$ cat src/rtl/rdma_rx_pkg.sv
// Shared definitions for the RDMA RX arbiter: FSM state encoding and default beat width.
package rdma_rx_pkg;

    localparam int RDMA_DATA_W = 64;

    // IDLE arbitrates, BUSY forwards the granted packet, FLUSH discards the
    // rest of a packet the watchdog has already terminated.
    typedef enum logic [1:0] {
        ST_IDLE  = 2'd0,
        ST_BUSY  = 2'd1,
        ST_FLUSH = 2'd2
    } state_t;

endpackage

$ cat src/rtl/rdma_rx_rr_pick.sv
// Combinational round-robin picker: the first eligible requester strictly after
// i_last_grant, wrapping around, so the previous winner has the lowest priority.
module rdma_rx_rr_pick #(
    parameter int N_REQ = 4
) (
    input  logic [N_REQ-1:0]         i_elig,
    input  logic [$clog2(N_REQ)-1:0] i_last_grant,
    output logic [$clog2(N_REQ)-1:0] o_winner,
    output logic                     o_any
);

    localparam int IDX_W = $clog2(N_REQ);

    // Walk from the farthest offset down to the nearest so the nearest eligible
    // requester after the last grant is the final assignment.
    always_comb begin
        o_winner = '0;
        o_any    = |i_elig;
        for (int k = N_REQ; k >= 1; k--) begin
            if (i_elig[(int'(i_last_grant) + k) % N_REQ]) begin
                o_winner = IDX_W'((int'(i_last_grant) + k) % N_REQ);
            end
        end
    end

endmodule

$ cat src/rtl/rdma_rx_arb.sv
// Packet-level round-robin arbiter sharing one RDMA RX datapath between N_REQ
// receive streams. A grant is held until the owner's last beat; beats leave
// through a registered output stage.
// Optional stall watchdog: define RDMA_RX_ARB_WDOG_EN.
module rdma_rx_arb
    import rdma_rx_pkg::*;
#(
    parameter int N_REQ       = 4,
    parameter int DATA_W      = RDMA_DATA_W,
    parameter int WDOG_CYCLES = 16
) (
    input  logic                      clk,
    input  logic                      rst,
    input  logic [N_REQ-1:0]          req_mask,
    input  logic [N_REQ-1:0]          req_valid,
    input  logic [N_REQ*DATA_W-1:0]   req_data,
    input  logic [N_REQ-1:0]          req_last,
    output logic [N_REQ-1:0]          req_ready,
    output logic                      out_valid,
    output logic [DATA_W-1:0]         out_data,
    output logic                      out_last,
    output logic [$clog2(N_REQ)-1:0]  out_src,
    output logic                      out_err
);

    localparam int IDX_W = $clog2(N_REQ);

    state_t             r_state;
    state_t             w_state_next;
    logic [IDX_W-1:0]   r_grant;
    logic [IDX_W-1:0]   w_grant_next;
    logic [IDX_W-1:0]   r_last_grant;
    logic [IDX_W-1:0]   w_last_grant_next;
    logic [N_REQ-1:0]   w_elig;
    logic [IDX_W-1:0]   w_winner;
    logic               w_any;
    logic               w_xfer;
    logic               w_beat_last;
    logic               w_wdog_fire;
    logic               r_out_valid;
    logic               r_out_last;
    logic [DATA_W-1:0]  r_out_data;
    logic [IDX_W-1:0]   r_out_src;

    // Masking gates only new grants; the owner of a packet in flight keeps it.
    assign w_elig = req_valid & req_mask;

    rdma_rx_rr_pick #(
        .N_REQ (N_REQ)
    ) u_pick (
        .i_elig       (w_elig),
        .i_last_grant (r_last_grant),
        .o_winner     (w_winner),
        .o_any        (w_any)
    );

    // Ready is one-hot on the owner in BUSY and FLUSH, zero while arbitrating.
    generate
        for (genvar gi = 0; gi < N_REQ; gi++) begin : g_ready
            assign req_ready[gi] = (r_state != ST_IDLE) && (r_grant == IDX_W'(gi));
        end
    endgenerate

    assign w_xfer      = (r_state != ST_IDLE) && req_valid[r_grant];
    assign w_beat_last = req_last[r_grant];

`ifdef RDMA_RX_ARB_WDOG_EN
    localparam int CNT_W = $clog2(WDOG_CYCLES + 1);

    logic [CNT_W-1:0] r_wdog_cnt;
    logic             r_out_err;

    // Fires during the stall cycle that brings the count to WDOG_CYCLES, so the
    // error beat appears on the following cycle.
    assign w_wdog_fire = (r_state == ST_BUSY) && !req_valid[r_grant] &&
                         (r_wdog_cnt == CNT_W'(WDOG_CYCLES - 1));

    // Count consecutive stalled BUSY cycles; any transfer or other state clears it.
    always_ff @(posedge clk or posedge rst) begin
        if (rst) begin
            r_wdog_cnt <= '0;
        end else if ((r_state == ST_BUSY) && !req_valid[r_grant] && !w_wdog_fire) begin
            r_wdog_cnt <= r_wdog_cnt + 1'b1;
        end else begin
            r_wdog_cnt <= '0;
        end
    end

    // Error flag rides with the synthetic terminating beat only.
    always_ff @(posedge clk or posedge rst) begin
        if (rst) begin
            r_out_err <= 1'b0;
        end else begin
            r_out_err <= w_wdog_fire;
        end
    end

    assign out_err = r_out_err;
`else
    assign w_wdog_fire = 1'b0;
    assign out_err     = 1'b0;
`endif

    // State, grant and round-robin pointer registers.
    always_ff @(posedge clk or posedge rst) begin
        if (rst) begin
            r_state      <= ST_IDLE;
            r_grant      <= '0;
            r_last_grant <= IDX_W'(N_REQ - 1);
        end else begin
            r_state      <= w_state_next;
            r_grant      <= w_grant_next;
            r_last_grant <= w_last_grant_next;
        end
    end

    // Next state: arbitrate in IDLE, release on the owner's last beat.
    always_comb begin
        w_state_next      = r_state;
        w_grant_next      = r_grant;
        w_last_grant_next = r_last_grant;
        case (r_state)
            ST_IDLE: begin
                if (w_any) begin
                    w_state_next      = ST_BUSY;
                    w_grant_next      = w_winner;
                    w_last_grant_next = w_winner;
                end
            end
            ST_BUSY: begin
                if (w_xfer && w_beat_last) begin
                    w_state_next = ST_IDLE;
                end else if (w_wdog_fire) begin
                    w_state_next = ST_FLUSH;
                end
            end
            ST_FLUSH: begin
                if (w_xfer && w_beat_last) begin
                    w_state_next = ST_IDLE;
                end
            end
            default: w_state_next = ST_IDLE;
        endcase
    end

    // Output stage: one-cycle latency; data/src hold when no beat is presented.
    always_ff @(posedge clk or posedge rst) begin
        if (rst) begin
            r_out_valid <= 1'b0;
            r_out_last  <= 1'b0;
            r_out_data  <= '0;
            r_out_src   <= '0;
        end else begin
            r_out_valid <= 1'b0;
            r_out_last  <= 1'b0;
            if ((r_state == ST_BUSY) && w_xfer) begin
                r_out_valid <= 1'b1;
                r_out_last  <= w_beat_last;
                r_out_data  <= req_data[int'(r_grant)*DATA_W +: DATA_W];
                r_out_src   <= r_grant;
            end else if (w_wdog_fire) begin
                r_out_valid <= 1'b1;
                r_out_last  <= 1'b1;
                r_out_data  <= '0;
                r_out_src   <= r_grant;
            end
        end
    end

    assign out_valid = r_out_valid;
    assign out_last  = r_out_last;
    assign out_data  = r_out_data;
    assign out_src   = r_out_src;

endmodule
$ cat config.mk
export PLATFORM = sky130hd
export DESIGN_NAME = rdma_rx_arb
export DESIGN_NICKNAME = d
export VERILOG_FILES = /design/src/rtl/rdma_rx_pkg.sv /design/src/rtl/rdma_rx_rr_pick.sv /design/src/rtl/rdma_rx_arb.sv
export SDC_FILE = /design/constraint.sdc
export NUM_CORES = 1
export LEC_CHECK = 0
export ABC_AREA = 1
export ABC_CLOCK_PERIOD_IN_PS = 2500
export BUFFER_PORTS_ARGS = -buffer_cell sky130_fd_sc_hd__buf_2
export CORE_AREA = 2 2 132 134
export DETAILED_ROUTE_END_ITERATION = 16
export DIE_AREA = 0 0 134 136
export GPL_ROUTABILITY_DRIVEN = 0
export GPL_TIMING_DRIVEN = 0
export PLACE_DENSITY_LB_ADDON = 0.08
export SLEW_MARGIN = 20
export SYNTH_ARGS = -nofsm -noshare
export SYNTH_HDL_FRONTEND = slang
export SYNTH_HIERARCHICAL = 1
export SYNTH_SLANG_ARGS = --single-unit
$ cat constraint.sdc
create_clock -name clk -period 2.5 [get_ports clk]
set_clock_uncertainty 0.2 [all_clocks]
set_input_delay 0.125 -clock clk [delete_from_list [all_inputs] [get_ports clk]]
set_output_delay 0.125 -clock clk [all_outputs]
set_load 0.02 [all_outputs]
==> results of run 1 <==
## final timing paths
kind	to	slack (ns)	depth (start not counted)
worst max-delay path	r_state[0]$_DFFE_PP0P_	0.14	10
worst min-delay path	out_data[11]$_DFFE_PP0P_	-0.003	5
worst max register to register	r_state[0]$_DFFE_PP0P_	0.14	10
worst min register to register	out_data[43]$_DFFE_PP0P_	0.27	2
max in group asynchronous	r_last_grant[0]$_DFFE_PP1P_	1.27	4
min in group asynchronous	out_data[33]$_DFFE_PP0P_	0.18	3
## timing repair
action,in CTS,in global routing
gates resized for setup,0,17
hold buffers,117,0
endpoints found under the hold margin,96,0
setup endpoints to repair,0,54
buffers inserted,0,0
## cell families after synthesis
family / count (synthesis) / share of synthesized area
simple gates: 589 / 0.538
buf+inv: 103 / 0.101
compound gates: 9 / 0.0115
flops: 73 / 0.349
other cells: 1 / 0.000715
## per-layer routing
layer  routed length, µm  share of wire
met5                   0              0
met4                1030          0.039
met3                2120          0.080
met2               12600           0.48
met1               10700           0.40
## power groups by stage
stage          sequential (mW)  combinational, mW  clock, mW
6_report                  2.04               7.28       1.45
5_1_grt                   2.11               7.94       1.52
4_1_cts                   2.02               7.24       1.48
3_5_place_dp              2.02               6.35          0
3_3_place_gp              2.02               6.34          0
2_1_floorplan             2.64               3.48          0
## flip-flops by register name, summed over array words and instances (netlist names)
signal and flops:
out_data 64, out_src 2, r_grant 2, r_last_grant 2, out_last 1, out_valid 1, r_state 1
## cell usage in the layout, fill, tap and decap left out, types with 3 or more instances in the layout
| master | n |
|---|---|
| buf_2 | 392 |
| nand3_1 | 326 |
| nand2_1 | 171 |
| dlygate4sd3_1 | 117 |
| dfrtp_1 | 71 |
| nand4_1 | 65 |
| inv_1 | 15 |
| nor2_1 | 15 |
| clkbuf_16 | 9 |
| nand2_2 | 8 |
| clkbuf_4 | 7 |
| buf_6 | 6 |
| buf_4 | 6 |
| inv_4 | 5 |
| clkbuf_1 | 5 |
| buf_1 | 4 |
| o21ai_0 | 4 |
| o21ai_2 | 3 |
## area by class of cell
| class | instances | area share |
|---|---|---|
| Multi-Input combinational cell | 599 | 0.329 |
| Timing Repair Buffer | 459 | 0.330 |
| Buffer | 81 | 0.0529 |
| Inverter | 21 | 0.0104 |
| Sequential cell | 73 | 0.208 |
| Clock buffer | 11 | 0.0288 |
| Tap cell | 225 | 0.0321 |
| Clock inverter | 5 | 0.00883 |
## worst max-delay path, delay by kind of cell (launching register included)
family	cells	cell delay (ns)
buf+inv	4	1.32
flops	1	0.33
simple gates	6	0.41
## per-stage QoR
| stage | hold WS (ns) | utilization | setup WS (ns) |
|---|---|---|---|
| 2_1_floorplan | 0.175 | - | 0.325 |
| 3_5_place_dp | 0.0273 | 0.430 | 0.489 |
| 4_1_cts | 0.00297 | 0.519 | 0.0253 |
| 3_3_place_gp | 0.253 | 0.428 | -0.927 |
| 6_report | -0.00269 | 0.520 | 0.136 |
| 5_1_grt | 0.0281 | 0.520 | 0.00278 |
==> flow_summary.toml, run 1 <==
[status]
status = "complete, but fails checks"
violations = "negative hold slack"

[die]
initial_core_util = 0.311
core-area_mm2 = 0.0169
die_h_um = 136
rows = 48
die_x_um = 134
die_area_mm2 = 0.0182
num_io_pins = 343

[global_routing]
grt_pass1_vias = 7739
grt.overflow.total = 0
antenna_found_initial = 0
grt_pass1_wl_um = 39700
grtUsageMet3 = 0.0485
busiest_layer = "met2"
grt.met2_usage = 0.490
met1_usage = 0.344
grt_util_all_layers = 0.282
grt_max_degree = 40

[worst_setup_path]
cpPeakStageDelay_ns = 0.56
crit_path_frequent_cell = "nor2_1"
startpoint = "r_grant[1]$_DFFE_PP0P_"
worstSetupEndpointType = "register"
slowest_stage = "dlygate4sd3_1"
rr_startpoint = "r_grant[1]$_DFFE_PP0P_"
cp.arrival_ns = 2.40
path_cells = "buf_4 -> inv_4 -> nand2_1 -> nor2_1 -> nor2_1 -> dlygate4sd3_1 -> nand2_1 -> dlygate4sd3_1 -> nor2_2 -> nor2_1"
startpoint_type = "register"
path_max_fanout = 7
worst_ep_required_time_ns = 2.54
critical_path_class = "register to register"

[clock_tree]
cts_tree = "done"
cts_root_buffer = "clkbuf_16"
cts.htree.levels = 3
cts_made_buffers = 9
clk_pin_slew_ns = 0.06
cts_buffer_depth = 2
clk-insertion-delay-late_ns = 0.34
cts.sinks = 73

[timing]
hold_viol = 1
setup_viol = 0
max_slew.worst_pin.slew_ns = 0.614
min_period_ns = 2.36
drv_slew = 0
rsz0062_at_grt = "no"
fin_crit_sh = 0.945
tns_ns = 0
timing.hold.ws_ns = -0.00269
fmax_ghz = 0.423
slew-limit-headroom = 0.591

[final_layout]
finish.instance_area_mm2 = 0.00878
register_area_mm2 = 0.00183
multi_input_area_mm2 = 0.00289
diodes = 0
drive_above_1_share = 0.363
syn_to_final_growth_pct = 67.5
fin_nets = 1514
num-fill-cells = 1749
instances_no_fill = 1474

[logic_synthesis]
netlist_top_cells_area = "dfrtp_1 (34%), nand3_1 (31%), nand2_1 (12%), nand4_1 (7.8%), buf_2 (5.7%)"
synth_edf_count = 0
synth_top_cell_area_share = 0.339
yosysMostFrequentCell = "nand3_1"
synth_seq_area_share = 0.349
synth_flop_cell = "dfrtp_1"
syn_area_mm2 = 0.00524
synth_top_area_cell = "dfrtp_1"
ys_ff_latch = 73
synth_common_cells = "nand3_1 (326), nand2_1 (171), dfrtp_1 (71)"
ys_types = 22
async_flop_share = 1.00
avgSynthCellArea_um2 = 6.76
synthesis.nets = 1045
yosys_warnings = 6
syn_inst = 775

[pwr]
power.switching_mw = 5.31
clockPowerShare = 0.135
power.total_mw = 10.8
leakagePower_nw = 4.70
ir_drop_uv = 420
powerDensity_mw_per_mm2 = 1230
comb_power_share = 0.676
switching_share = 0.492
p_seq_frac = 0.190
internal_power_mw = 5.47

[routing]
drc = 0
vias_per_cell = 5.23
wl_per_cell_um = 18.0
dr.pass1.iters = 6
drt-total-wl_um = 26500
ant_nets = 0
vias = 7707
drt_iter0_drc = 527

[placement]
portBuffers = 341
dp_hpwl_um = 19500
place_area_mm2 = 0.00725
dp_cells = 1342

[job]
max_cap_violations = 0

[min_path]
hold_path.class = "input port to register"
min-delay-start = "req_data[11]"
(Power assumes the default switching activity.)
==> run 2, diff against run 1 <==
- ABC_AREA: 1 -> unset
- CORE_AREA: 2 2 132 134 -> 2 2 133 135
- DIE_AREA: 0 0 134 136 -> 0 0 135 137
==> flow_summary.toml, run 2 <==
[status]
status = "completed"

[clock_tree]
clk-insertion-delay-late_ns = 0.33
postCtsSetupBuffers = 0
cts_tree = "done"
clk_pin_slew_ns = 0.06
cts_made_buffers = 9
cts_root_buffer = "clkbuf_16"
cts.sinks = 73
cts_buffer_depth = 2
cts.htree.levels = 3

[final_layout]
layout_common_cells = "buf_2 (348), dfrtp_1 (71), mux4_2 (66), mux2_4 (49), mux2_2 (17)"
fin_nets = 895
largest_reg_flops = 64
syn_to_final_growth_pct = 50.3
final_common_cell = "buf_2"
drive_above_1_share = 0.811
fin_util = 0.408

[worst_setup_path]
crit_path_frequent_cell = "buf_6"
path_cells = "clkbuf_1 -> mux4_2 -> nand2_2 -> inv_2 -> buf_6 -> buf_6 -> mux2_4"
cpPeakStageDelay_ns = 0.52
cp.arrival_ns = 2.42
critical_path_class = "register to register"
worst_ep_required_time_ns = 2.52
startpoint_type = "register"
critical-path-top-delay-family = "buffers and inverters"
critPathBufInv = 4
worstSetupEndpointType = "register"
slowest_stage = "clkbuf_1"
path_max_fanout = 10

[timing]
fmax_ghz = 0.416
hold_viol = 0
fin_crit_sh = 0.961
max_slew.worst_pin.slew_ns = 0.684
setup_viol = 0
rsz0062_at_grt = "no"
min_period_ns = 2.40
setup_ws_ns = 0.0971
drv_slew = 0
slew-limit-headroom = 0.544

[global_routing]
grt_max_degree = 40
grt_util_all_layers = 0.162
grt.overflow.total = 0
antenna_found_initial = 1
grt_pass1_vias = 4165
grt_pass1_wl_um = 22600

[pwr]
leakagePower_nw = 3.42
ir_drop_uv = 491
powerDensity_mw_per_mm2 = 1280

[logic_synthesis]
avgSynthCellArea_um2 = 17.1
synth_common_cells = "dfrtp_1 (71), mux4_2 (66), mux2_4 (49)"
synth_seq_area_share = 0.395
netlist_top_cells_area = "dfrtp_1 (38%), mux4_2 (32%), mux2_4 (16%), mux2_2 (4.1%), buf_6 (1.7%)"
synth_top_area_cell = "dfrtp_1"
syn_inst = 271
synth_top_cell_area_share = 0.384
synth_edf_count = 0
ys_ff_latch = 73
yosysMostFrequentCell = "dfrtp_1"
synthesis.nets = 541
synth_flop_cell = "dfrtp_1"
syn_area_mm2 = 0.00463
yosys_warnings = 6
async_flop_share = 1.00
ys_types = 28

[die]
num_io_pins = 343
core-area_mm2 = 0.0171
die_area_mm2 = 0.0185
die_h_um = 137
rows = 48
initial_core_util = 0.271
die_x_um = 135

[placement]
dp_hpwl_um = 12600
portBuffers = 341
dp_slack_ns = -0.136

[job]
max_cap_violations = 0

[routing]
drc = 0
drt-total-wl_um = 15400
wl_per_cell_um = 18.0
dr.pass1.iters = 4
drt_iter0_drc = 91
vias = 3913
vias_per_cell = 4.57
ant_nets = 0

[min_path]
hold_path.class = "input port to register"
-- run 2: cell types whose count changed after synthesis, moves of 14 or more --
cell	delta
nand4_1	-65
nand2_1	-159
buf_2	-53
mux2_4	+49
mux2_2	+17
mux4_2	+66
nand3_1	-326
inv_1	-14
-- run 2: final cells by class --
cell class	count	area, µm²
multi-input cells	171	2630
well taps	225	282
clock buffers	13	260
fillers	1704	10100
diodes	2	5.00
inverters	3	13.8
plain buffers	24	156
flip-flops and latches	73	1830
repair buffers	343	1740
clock inverters	3	40.0
-- run 2: tightest hold or removal path, cell delays in order --
cell    delay [ns]
buf_2         0.07
mux4_2        0.21
mux2_4        0.13
-- run 2: path summary, 6_finish.rpt --
| kind | from | endpoint | slack, ns | cells after the start |
|---|---|---|---|---|
| min | req_data[170] | out_data[42]$_DFFE_PP0P_ | 0.03 | 3 |
| max | r_grant[1]$_DFFE_PP0P_ | out_data[45]$_DFFE_PP0P_ | 0.1 | 7 |
| max reg2reg | r_grant[1]$_DFFE_PP0P_ | out_data[45]$_DFFE_PP0P_ | 0.1 | 7 |
| min in group asynchronous | rst | out_data[12]$_DFFE_PP0P_ | 0.16 | 3 |
| min reg2reg | r_last_grant[0]$_DFFE_PP1P_ | r_last_grant[0]$_DFFE_PP1P_ | 0.29 | 2 |
| max in group asynchronous | rst | out_data[50]$_DFFE_PP0P_ | 1.36 | 4 |
-- run 2: kinds of logic after synthesis --
group / after synthesis / share of synthesized area
AO/OA/AOI/OAI: 5 / 0.00866
buffers and inverters: 27 / 0.0360
flip-flops: 73 / 0.395
multiplexers: 133 / 0.524
other: 1 / 0.000811
AND/OR/NAND/NOR: 32 / 0.0352
-- run 2: what timing repair did --
action                     CTS  global route
hold buffers                 1             0
hold endpoints to repair    34             0
setup endpoints to repair   10             0
resized for setup            1             0
-- run 2: metrics by stage --
step	hold slack [ns]	instances	total power, mW	setup TNS (ns)	area, µm²
after global routing	0.0336	856	9.46	0	6950
after detailed placement	-0.0162	838	7.71	-1.13	6640
final	0.0331	857	8.91	0	6950
after floorplan	0.260	271	6.16	0	4630
after CTS	0.0167	855	9.08	0	6950
after global placement	0.277	837	7.66	-51.53	6610
-- run 2: per-layer routing --
metal,share of wire,routed length [µm],track usage,vias to the layer above
met1,0.38,5910,0.192,1927
met3,0.068,1050,0.0352,22
met4,0.024,372,0.0689,0
li1,-,-,-,1789
met2,0.52,8060,0.286,175
met5,0,0,0,-
-- run 2: report_power, final --
| part | switching (mW) | internal [mW] |
|---|---|---|
| Clock | 0.484 | 0.825 |
| Combinational | 2.57 | 2.87 |
| Sequential | 0.326 | 1.83 |
